File: src/rtl/regwrite_arbiter_pkg.sv
// ---------------------------------------------------------------------------
// regwrite_arbiter_pkg
//   Shared definitions for the register-file write-port arbiter.
//   Contents:
//     REG_ADDR_W / REG_DATA_W  register file address / data widths
//     ZERO_REG                 hard-wired zero register (writes suppressed)
//     GRANT_ID_W               width of the grant_id output
//     WAIT_CNT_W               width of the per-requester wait counters
//     pri_mode_e               priority_mode encoding
//     rr_next()                round-robin pointer successor with wrap
// ---------------------------------------------------------------------------
package regwrite_arbiter_pkg;

  localparam int REG_ADDR_W = 5;
  localparam int REG_DATA_W = 32;
  localparam int ZERO_REG   = 0;
  localparam int GRANT_ID_W = 3;
  // Wide enough for the largest permitted starvation limit (255).
  localparam int WAIT_CNT_W = 8;

  typedef enum logic {
    PRI_FIXED = 1'b0,
    PRI_RR    = 1'b1
  } pri_mode_e;

  // Index following idx in a ring of n requesters.
  function automatic int rr_next(input int idx, input int n);
    return (idx + 1 >= n) ? 0 : idx + 1;
  endfunction

endpackage

File: src/rtl/regwrite_arbiter_if.sv
// ---------------------------------------------------------------------------
// regwrite_arbiter_if
//   Bundles the requester handshake and the register-file write port.
//   Signals:
//     req_valid  [NUM_REQ]         per-requester write request
//     req_addr   [NUM_REQ*ADDR_W]  packed destination registers
//     req_data   [NUM_REQ*DATA_W]  packed write data
//     req_ready  [NUM_REQ]         one-hot grant (transfer on valid & ready)
//     RegWrite                     register file write enable
//     WriteReg   [ADDR_W]          register file write address
//     WriteData  [DATA_W]          register file write data
//     grant_id   [3]               index of last accepted requester
//   Modports:
//     master  requester / register-file side
//     slave   arbiter side
// ---------------------------------------------------------------------------
interface regwrite_arbiter_if
  import regwrite_arbiter_pkg::*;
#(
  parameter int NUM_REQ = 4,
  parameter int ADDR_W  = REG_ADDR_W,
  parameter int DATA_W  = REG_DATA_W
);

  logic [NUM_REQ-1:0]        req_valid;
  logic [NUM_REQ*ADDR_W-1:0] req_addr;
  logic [NUM_REQ*DATA_W-1:0] req_data;
  logic [NUM_REQ-1:0]        req_ready;
  logic                      RegWrite;
  logic [ADDR_W-1:0]         WriteReg;
  logic [DATA_W-1:0]         WriteData;
  logic [GRANT_ID_W-1:0]     grant_id;

  modport master (
    output req_valid, req_addr, req_data,
    input  req_ready, RegWrite, WriteReg, WriteData, grant_id
  );

  modport slave (
    input  req_valid, req_addr, req_data,
    output req_ready, RegWrite, WriteReg, WriteData, grant_id
  );

endinterface

File: src/rtl/regwrite_arbiter_rr_pick.sv
// ---------------------------------------------------------------------------
// rr_pick
//   Rotating-priority picker: scans the request vector starting at i_start,
//   wrapping modulo N, and returns the first set bit. A fixed lowest-index
//   picker is simply i_start = 0.
//   Ports:
//     i_req    [N]      request vector
//     i_start  [IDX_W]  index with highest priority (must be < N)
//     o_grant  [N]      one-hot grant (zero when no request)
//     o_idx    [IDX_W]  index of the granted bit
//     o_any    1        at least one request present
// ---------------------------------------------------------------------------
module rr_pick #(
  parameter int N     = 4,
  parameter int IDX_W = 2
) (
  input  logic [N-1:0]     i_req,
  input  logic [IDX_W-1:0] i_start,
  output logic [N-1:0]     o_grant,
  output logic [IDX_W-1:0] o_idx,
  output logic             o_any
);

  logic [IDX_W-1:0] w_pos;

  always_comb begin
    o_grant = '0;
    o_idx   = '0;
    o_any   = 1'b0;
    w_pos   = '0;
    for (int k = 0; k < N; k++) begin
      w_pos = IDX_W'((int'(i_start) + k) % N);
      // o_any latches the first hit so later positions cannot override it.
      if (!o_any && i_req[w_pos]) begin
        o_any          = 1'b1;
        o_grant[w_pos] = 1'b1;
        o_idx          = w_pos;
      end
    end
  end

endmodule

File: src/rtl/regwrite_arbiter.sv
// ---------------------------------------------------------------------------
// regwrite_arbiter
//   Shares the single register-file write port between NUM_REQ writeback
//   sources (ALU, load unit, multiplier, ...). One write is granted per
//   cycle, by fixed priority (index 0 highest) or round-robin. A requester
//   that has waited STARVE_LIMIT cycles is forced through ahead of both.
//   Accepted writes appear on the write port one cycle later; writes to
//   the zero register are accepted but not enabled.
//   Ports:
//     CLK            clock, all state on posedge
//     reset          synchronous active-low reset
//     priority_mode  0 = fixed priority, 1 = round-robin
//     bus            regwrite_arbiter_if.slave (requests + write port)
// ---------------------------------------------------------------------------
module regwrite_arbiter
  import regwrite_arbiter_pkg::*;
#(
  parameter int NUM_REQ      = 4,
  parameter int ADDR_W       = REG_ADDR_W,
  parameter int DATA_W       = REG_DATA_W,
  parameter int STARVE_LIMIT = 8
) (
  input  logic              CLK,
  input  logic              reset,
  input  logic              priority_mode,
  regwrite_arbiter_if.slave bus
);

  localparam int IDX_W = $clog2(NUM_REQ);
  localparam logic [WAIT_CNT_W-1:0] LIMIT = WAIT_CNT_W'(STARVE_LIMIT);

  logic [IDX_W-1:0]   r_rr_ptr;
  logic               r_regwrite;
  logic [ADDR_W-1:0]  r_write_reg;
  logic [DATA_W-1:0]  r_write_data;
  logic [GRANT_ID_W-1:0] r_grant_id;

  logic [NUM_REQ-1:0] w_starved;
  logic [NUM_REQ-1:0] w_norm_grant;
  logic [NUM_REQ-1:0] w_starve_grant;
  logic [NUM_REQ-1:0] w_ready;
  logic [IDX_W-1:0]   w_norm_idx;
  logic [IDX_W-1:0]   w_starve_idx;
  logic [IDX_W-1:0]   w_grant_idx;
  logic [IDX_W-1:0]   w_start;
  logic               w_norm_any;
  logic               w_starve_any;
  logic               w_forced;
  logic               w_accept;
  logic [ADDR_W-1:0]  w_addr_arr [NUM_REQ];
  logic [DATA_W-1:0]  w_data_arr [NUM_REQ];
  logic [ADDR_W-1:0]  w_sel_addr;
  logic [DATA_W-1:0]  w_sel_data;

  // Per-requester wait counters and unpacking of the address/data buses.
  for (genvar gi = 0; gi < NUM_REQ; gi++) begin : g_req
    logic [WAIT_CNT_W-1:0] r_wait;

    // Qualified with valid so a starved slot can never raise ready alone.
    assign w_starved[gi]  = bus.req_valid[gi] && (r_wait == LIMIT);
    assign w_addr_arr[gi] = bus.req_addr[gi*ADDR_W +: ADDR_W];
    assign w_data_arr[gi] = bus.req_data[gi*DATA_W +: DATA_W];

    always_ff @(posedge CLK) begin
      if (!reset) begin
        r_wait <= '0;
      end else if (!bus.req_valid[gi] || w_ready[gi]) begin
        r_wait <= '0;
      end else if (r_wait != LIMIT) begin
        r_wait <= r_wait + WAIT_CNT_W'(1);
      end
    end
  end

  // Fixed-priority mode is the round-robin picker pinned to start 0.
  assign w_start = (priority_mode == PRI_RR) ? r_rr_ptr : '0;

  rr_pick #(
    .N     (NUM_REQ),
    .IDX_W (IDX_W)
  ) u_norm_pick (
    .i_req   (bus.req_valid),
    .i_start (w_start),
    .o_grant (w_norm_grant),
    .o_idx   (w_norm_idx),
    .o_any   (w_norm_any)
  );

  // Starved requesters are served lowest index first.
  rr_pick #(
    .N     (NUM_REQ),
    .IDX_W (IDX_W)
  ) u_starve_pick (
    .i_req   (w_starved),
    .i_start ('0),
    .o_grant (w_starve_grant),
    .o_idx   (w_starve_idx),
    .o_any   (w_starve_any)
  );

  always_comb begin
    w_ready     = '0;
    w_grant_idx = '0;
    w_forced    = 1'b0;
    // No grant while reset is asserted, so nothing is accepted then.
    if (reset) begin
      if (w_starve_any) begin
        w_ready     = w_starve_grant;
        w_grant_idx = w_starve_idx;
        w_forced    = 1'b1;
      end else if (w_norm_any) begin
        w_ready     = w_norm_grant;
        w_grant_idx = w_norm_idx;
      end
    end
  end

  assign w_accept   = |(w_ready & bus.req_valid);
  assign w_sel_addr = w_addr_arr[w_grant_idx];
  assign w_sel_data = w_data_arr[w_grant_idx];

  // Only normal round-robin grants advance the pointer; forced and
  // fixed-priority grants leave the rotation where it was.
  always_ff @(posedge CLK) begin
    if (!reset) begin
      r_rr_ptr <= '0;
    end else if (w_accept && !w_forced && (priority_mode == PRI_RR)) begin
      r_rr_ptr <= IDX_W'(rr_next(int'(w_grant_idx), NUM_REQ));
    end
  end

  // Write port: one cycle after accept. Address/data/id hold when idle.
  always_ff @(posedge CLK) begin
    if (!reset) begin
      r_regwrite   <= 1'b0;
      r_write_reg  <= '0;
      r_write_data <= '0;
      r_grant_id   <= '0;
    end else if (w_accept) begin
      r_regwrite   <= (w_sel_addr != ADDR_W'(ZERO_REG));
      r_write_reg  <= w_sel_addr;
      r_write_data <= w_sel_data;
      r_grant_id   <= GRANT_ID_W'(w_grant_idx);
    end else begin
      r_regwrite   <= 1'b0;
    end
  end

  assign bus.req_ready = w_ready;
  assign bus.RegWrite  = r_regwrite;
  assign bus.WriteReg  = r_write_reg;
  assign bus.WriteData = r_write_data;
  assign bus.grant_id  = r_grant_id;

endmodule

File: src/flat_wrapper.sv
// flat-port wrapper written by rule: the top's interface ports become plain ports
module regwrite_arbiter_flat import regwrite_arbiter_pkg::*;
#(
  parameter int NUM_REQ      = 4,
  parameter int ADDR_W       = REG_ADDR_W,
  parameter int DATA_W       = REG_DATA_W,
  parameter int STARVE_LIMIT = 8
)
  (CLK, reset, priority_mode, bus_req_valid, bus_req_addr, bus_req_data, bus_req_ready, bus_RegWrite, bus_WriteReg, bus_WriteData, bus_grant_id);
  regwrite_arbiter_if #(.NUM_REQ(NUM_REQ), .ADDR_W(ADDR_W), .DATA_W(DATA_W)) bus_i ();
  input  logic CLK;
  input  logic reset;
  input  logic priority_mode;
  input wire logic [$bits(bus_i.req_valid)-1:0] bus_req_valid;
  input wire logic [$bits(bus_i.req_addr)-1:0] bus_req_addr;
  input wire logic [$bits(bus_i.req_data)-1:0] bus_req_data;
  output wire logic [$bits(bus_i.req_ready)-1:0] bus_req_ready;
  output wire logic [$bits(bus_i.RegWrite)-1:0] bus_RegWrite;
  output wire logic [$bits(bus_i.WriteReg)-1:0] bus_WriteReg;
  output wire logic [$bits(bus_i.WriteData)-1:0] bus_WriteData;
  output wire logic [$bits(bus_i.grant_id)-1:0] bus_grant_id;
  assign bus_i.req_valid = bus_req_valid;
  assign bus_i.req_addr = bus_req_addr;
  assign bus_i.req_data = bus_req_data;
  assign bus_req_ready = bus_i.req_ready;
  assign bus_RegWrite = bus_i.RegWrite;
  assign bus_WriteReg = bus_i.WriteReg;
  assign bus_WriteData = bus_i.WriteData;
  assign bus_grant_id = bus_i.grant_id;
  regwrite_arbiter #(.NUM_REQ(NUM_REQ), .ADDR_W(ADDR_W), .DATA_W(DATA_W), .STARVE_LIMIT(STARVE_LIMIT)) u_core (.CLK(CLK), .reset(reset), .priority_mode(priority_mode), .bus(bus_i));
endmodule
File: config.mk
export PLATFORM = sky130hd
export DESIGN_NAME = regwrite_arbiter_flat
export DESIGN_NICKNAME = d
export VERILOG_FILES = /design/src/rtl/regwrite_arbiter_pkg.sv /design/src/rtl/regwrite_arbiter_if.sv /design/src/rtl/regwrite_arbiter_rr_pick.sv /design/src/rtl/regwrite_arbiter.sv /design/src/flat_wrapper.sv
export SDC_FILE = /design/constraint.sdc
export NUM_CORES = 1
export LEC_CHECK = 0
export BUFFER_PORTS_ARGS = -buffer_cell sky130_fd_sc_hd__buf_2
export CAP_MARGIN = 20
export CORE_MARGIN = 3
export CORE_UTILIZATION = 44
export CTS_CLUSTER_DIAMETER = 60
export DETAILED_ROUTE_END_ITERATION = 8
export PLACE_DENSITY = 0.85
export SETUP_SLACK_MARGIN = 0.02
export SYNTH_ARGS = -nofsm -noshare
export SYNTH_HDL_FRONTEND = slang
export SYNTH_SLANG_ARGS = --single-unit
File: constraint.sdc
create_clock -name CLK -period 2.55 [get_ports CLK]
set_clock_uncertainty 0.05 [all_clocks]
set_input_delay 0 -clock CLK [delete_from_list [all_inputs] [get_ports CLK]]
set_output_delay 0 -clock CLK [all_outputs]
set_load 0.02 [all_outputs]
# Word level (Yosys, flattened, before mapping)
# Index checks and enable logic that the tools add are counted.
# totals
regBits,74
in_bits,155
out_inout_bits,45
wordCells,134
# op_classes
addsub,8
magnitude_cmp,10
eq_ne,8
n_mux,55
bitwise_logic,6
reduce_logical,38
# ops
op,n
32-bit binary-select mux with 2-bit select,1
32-bit 2-to-1 mux,2
"8-bit by 1-bit adder with 8-bit output, second input constant",4
"8-bit by 4-bit == test with 1-bit output, second input constant",4
4-bit 2-to-1 mux,8
"8-bit by 4-bit inequality test with 1-bit output, second input constant",4
2-bit 2-to-1 mux,12
1-bit 2-to-1 mux,20
1-bit logical AND,16
"2-bit by 3-bit less-than comparator with 1-bit output, second input constant",4
4-bit OR,3
1-bit logical NOT,11
5-bit binary-select mux with 2-bit select,1
5-bit 2-to-1 mux,2
1-bit binary-select mux with 2-bit select,4
1-bit demux with 2-bit select,4
"2-bit by 1-bit >= comparator with 1-bit output, second input constant",4
2-bit OR reduction,4
"3-bit >= comparator, second input constant",2
5-bit nonzero test,1
"2-bit adder, second input constant",2
4-bit bitwise AND,1
1-bit logical OR,4
4-bit OR reduction,1
other kinds (6),6

# Logic depth before layout (Yosys ltp)
# logic_depth
ltp_word,21
ltp_mapped,12

# Cells and area by module
# From an unflattened synthesis, not the netlist that was laid out.
# unflattened
hier_cells,661
hier_area_um2,5233.8
# by_module_without_submodules
mod,n_inst,cells_each,area_per_inst_um2,seq_area_each_um2
regwrite_arbiter,1,571,4389.2,1481.4
rr_pick at u_core.u_starve_pick,1,45,422.9,0.0
rr_pick at u_core.u_norm_pick,1,45,421.7,0.0

# Worst setup path before layout
# OpenSTA, ideal clock, no wires.
# synth_path
kind,reg-to-reg
startpoint,register u_core.g_req[1].r_wait[0]
endpoint,register u_core.r_rr_ptr[0]
setup_time_ns,0.070
arrival_time_ns,2.557
slack_ns,-0.127
stages_incl_launch_ff,13
path_buffers,2
path_cell_list,dfxtp_1 -> inv_1 -> ha_1 -> nor4b_1 -> nand4_1 -> nand4_1 -> a2111oi_4 -> a211oi_4 -> buf_6 -> buf_4 -> ha_1 -> or3_1 -> a21boi_1
# synth_lines
item,line_no,text
from (decl),regwrite_arbiter.sv:57,logic [WAIT_CNT_W-1:0] r_wait;
from (signal assigned),regwrite_arbiter.sv:70,r_wait <= r_wait + WAIT_CNT_W'(1);
8-bit by 4-bit == test with 1-bit output *,regwrite_arbiter.sv:60,assign w_starved[gi] = bus.req_valid[gi] && (r_wait == LIMIT);
1-bit logical AND *,regwrite_arbiter.sv:60,
1-bit logical AND *,regwrite_arbiter_rr_pick.sv:34,if (!o_any && i_req[w_pos]) begin
1-bit 2-to-1 mux,regwrite_arbiter_rr_pick.sv:34,
1-bit logical NOT,regwrite_arbiter_rr_pick.sv:34,
1-bit logical AND,regwrite_arbiter_rr_pick.sv:34,
1-bit 2-to-1 mux,regwrite_arbiter_rr_pick.sv:34,
1-bit logical NOT,regwrite_arbiter_rr_pick.sv:34,
1-bit logical AND,regwrite_arbiter_rr_pick.sv:34,
2-bit 2-to-1 mux / 1-bit 2-to-1 mux (equally long branches),regwrite_arbiter_rr_pick.sv:34,
2-bit 2-to-1 mux *,regwrite_arbiter.sv:107,if (w_starve_any) begin
2-bit 2-to-1 mux *,regwrite_arbiter.sv:106,if (reset) begin
net u_core.w_grant_idx[0],regwrite_arbiter.sv:44,logic [IDX_W-1:0] w_grant_idx;
2-bit by 1-bit adder with 3-bit output *,regwrite_arbiter_pkg.sv:28,return (idx + 1 >= n) ? 0 : idx + 1;
3-bit >= comparator,regwrite_arbiter_pkg.sv:28,
2-bit 2-to-1 mux *,regwrite_arbiter_pkg.sv:28,
to (signal assigned),regwrite_arbiter.sv:128,"r_rr_ptr <= IDX_W'(rr_next(int'(w_grant_idx), NUM_REQ));"
to (decl),regwrite_arbiter.sv:32,logic [IDX_W-1:0] r_rr_ptr;
# Mark *: on every way through the listed nets, which the timed path passes. The rest lies on a longest branch.
# A chain may end at the register's enable or synchronous reset.

# Worst setup path after layout
# layout_path
startpoint,register u_core.g_req[0].r_wait[0]
endpoint,register u_core.r_rr_ptr[0]
# layout_between
elab_chain_len,18
# layout_lines
item,line_no
from (decl),regwrite_arbiter.sv:57
from (signal assigned),regwrite_arbiter.sv:70
8-bit by 4-bit == test with 1-bit output *,regwrite_arbiter.sv:60
1-bit logical AND *,regwrite_arbiter.sv:60
branches (longest 16 deep; another with 2-bit 2-to-1 mux),--
# Every way passes the cells marked *.

==> reports/metrics.cfg <==
[status]
status=complete, but fails checks
violations=setup timing

[routing]
drt_iter0_drc=376
wl_per_cell_um=17.4
firstDrtPassIters=7
dr_total_vias=5478
via_per_inst=5.65
drc=0
drtAntennaViolNets=0
routed_wl_um=16900

[logic_synthesis]
syn-cell-area_um2=4720
dominantRegCellSynth=dfxtp_1
synthXorXnorAreaFrac_pct=5.19
netlist_instances=565
yosysSeqAreaShare_pct=31.4
yosys.area_share.adder_pct=2.38
synth_top_family_by_area=simple AND/OR/NAND/NOR gates
syn_nets=729
syn_avg_cell_area_um2=8.36
synth-compound-area-share_pct=15.5
ys_ff_latch=74
synth-simple-area-share_pct=20.5
synth_edf_count=0
synth_warnings=0
muxShareOfSynthArea_pct=19.6
async_flop_share_pct=0
synth_cell_types=57

[clocking]
cts_tree=built
clockRootBuffer=clkbuf_8
cts_buffers=9
clk_transition_reported_paths_ns=0.09
htreeDepth=3
clk_latency_ns=0.34
clkSinkCount=74
cts_buffer_depth=2

[pwr]
pwr-share-comb_pct=30.3
p_leak_nw=3.20
seqPwrFrac_pct=37.2
p_clk_share_pct=32.5
net-switching-power_mw=1.02
switching_share_pct=29.9
power_density_nw_per_um2=472
intPower_mw=2.40
peakVddDrop_v=0.000269

[floorplan]
initial_core_util_pct=45.5
ios=200
die-height_um=110
die_area_um2=12000
rows=37
fp.dieW_um=110
core_region_area_um2=10400

[global_routing]
grt_pass1_wl_um=22800
first_global_vias=4905
antenna_found_initial=0
grt_usage_pct=23.9
overflow=0
grt_max_degree=35

[timing]
hold_viol_final=0
max_freq_ghz=0.386
fin_ws_ns=-0.0426
finalCritPeriodShare_pct=102
setup_tns_ns=-0.153
rsz0062_at_grt=true
whs_ns=0.0165
finalSetupViolCount=9
min_period_ns=2.59
slew_violations=0

[worst_setup_path]
crit_path_start_kind=flip-flop
end_kind=flip-flop
crit_required_ns=2.78
path_max_fanout=3
worstSetupPathType=reg2reg
worstPathArrival_ns=2.82

[cells_and_area]
stdcell_area_um2=7240
nNetsFinal=992
syn_to_final_growth_pct=53.3
nFillCells=765
drive_above_1_share_pct=49.1

[place]
dp_hpwl_um=11000
placed_area_um2=6230
gp_congestion=1.01
port_buffers=198

[flow_run]
max_cap_viol_count=0

[min_path]
hold_path_class=in2reg

routing by layer:
metal | vias up | GRT usage [%] | share of wire, %
met5 | - | 0 | 0
met4 | 0 | 10.1 | 4.4
met3 | 76 | 4.05 | 7.8
met2 | 305 | 42.9 | 50
met1 | 2553 | 28.1 | 38
li1 | 2544 | - | -
state kept, by name, summed over array words and instances (netlist names):
signal / flops
u_core.g_req.r_wait: 32
u_core.bus.WriteReg: 5
u_core.r_rr_ptr: 2
u_core.bus.RegWrite: 1
u_core.bus.grant_id: 2
u_core.bus.WriteData: 32
kinds of logic (layout without fill, tap and decap cells):
family                     count (synthesis)  after routing
AOI/OAI and AO/OA                        110            110
adders and majority gates                  9              9
DFF                                       74             74
other                                      1              2
muxes                                     87             87
buffers and inverters                     51            319
xor gates and xnor gates                  28             28
and+or+nand+nor                          205            205
power by group through the flow:
| stage | Clock, mW | Sequential, mW | Combinational [mW] |
|---|---|---|---|
| after CTS | 1.12 | 1.27 | 0.890 |
| after detailed placement | 0 | 1.29 | 0.830 |
| after floorplan | 0 | 1.37 | 0.415 |
| final | 1.11 | 1.27 | 1.04 |
| after global routing | 1.17 | 1.28 | 1.11 |
| after global placement | 0 | 1.29 | 0.810 |
final timing paths:
check,endpoint,start,slack (ns),depth (start not counted)
setup / recovery,u_core.r_rr_ptr[0],u_core.g_req[0].r_wait[0],-0.04,12
hold / removal,u_core.bus.WriteData[3],bus_req_data[35],0.02,5
setup reg to reg,u_core.r_rr_ptr[0],u_core.g_req[0].r_wait[0],-0.04,12
hold reg to reg,u_core.bus.grant_id[0],u_core.bus.grant_id[0],0.40,1
stage by stage:
step / setup slack, ns / cells / power (mW) / utilization, %
3_3_place_gp: -0.0698 / 927 / 2.10 / 60.1
3_5_place_dp: -0.113 / 927 / 2.12 / 60.1
4_1_cts: -0.0651 / 956 / 3.28 / 64.9
6_report: -0.0426 / 970 / 3.42 / 69.8
5_1_grt: -0.151 / 969 / 3.56 / 69.8
2_1_floorplan: 0.0215 / 565 / 1.79 / -
synthesized netlist by cell type, types with 3 or more instances:
cell / number / area share [%]
mux2i_1: 52 / 11
o22ai_1: 37 / 4.9
nand3_1: 28 / 3.0
o21ai_0: 10 / 1.1
buf_4: 8 / 1.3
nor3b_1: 5 / 0.79
dfxtp_1: 74 / 31
nand4_1: 5 / 0.66
clkbuf_1: 17 / 1.4
xnor2_1: 7 / 1.3
and3_1: 9 / 1.2
buf_2: 10 / 1.1
a21oi_1: 8 / 0.85
or3_1: 3 / 0.40
inv_1: 13 / 1.0
nor3_1: 7 / 0.74
mux2_2: 34 / 8.1
or2_2: 3 / 0.40
nor4b_1: 4 / 0.74
a21o_1: 3 / 0.48
o21ai_1: 28 / 3.0
ha_1: 9 / 2.4
buf_6: 3 / 0.72
nand2_1: 82 / 6.5
nor2b_1: 7 / 0.93
xor2_1: 21 / 3.9
nor2_1: 42 / 3.3
cells in the final DEF, fill, tap and decap left out, drive strengths merged, types with 16 or more instances in the layout:
cell	synthesis	final
o22ai	37	37
nand3	28	28
clkbuf	17	16
nand2	82	82
o21ai	38	38
mux2	34	34
buf	21	278
nor2	42	42
mux2i	52	52
dfxtp	74	74
xor2	21	21
worst max-delay path: stages (launching register included):
cell       delay (ns)
dfxtp_2          0.33
inv_1            0.04
ha_1             0.18
nor4b_2          0.17
nand4_1          0.15
nand4_1          0.20
a2111oi_4        0.44
a211oi_4         0.07
buf_6            0.15
buf_6            0.12
ha_4             0.14
or3_1            0.35
a21boi_1         0.13
timing repair:
action / 4_1_cts / 5_1_grt
setup endpoints to repair: 56 / 69
setup buffers: 5 / 8
pin swaps: 11 / 28
hold endpoints to repair: 3 / 0
gates resized for setup: 36 / 74
gates cloned: 2 / 7
hold buffers: 6 / 0
area by class of cell:
type	count	area [um^2]	share of cell area [%]
multi-input cells	440	3300	45.6
well taps	136	170	2.35
clock inverters	6	113	1.56
diodes	1	2.50	0.0346
repair buffers	290	1980	27.4
inverters	13	48.8	0.674
clock buffers	10	128	1.76
flip-flops and latches	74	1490	20.6
Note: power is estimated with default switching activity, not from simulation.
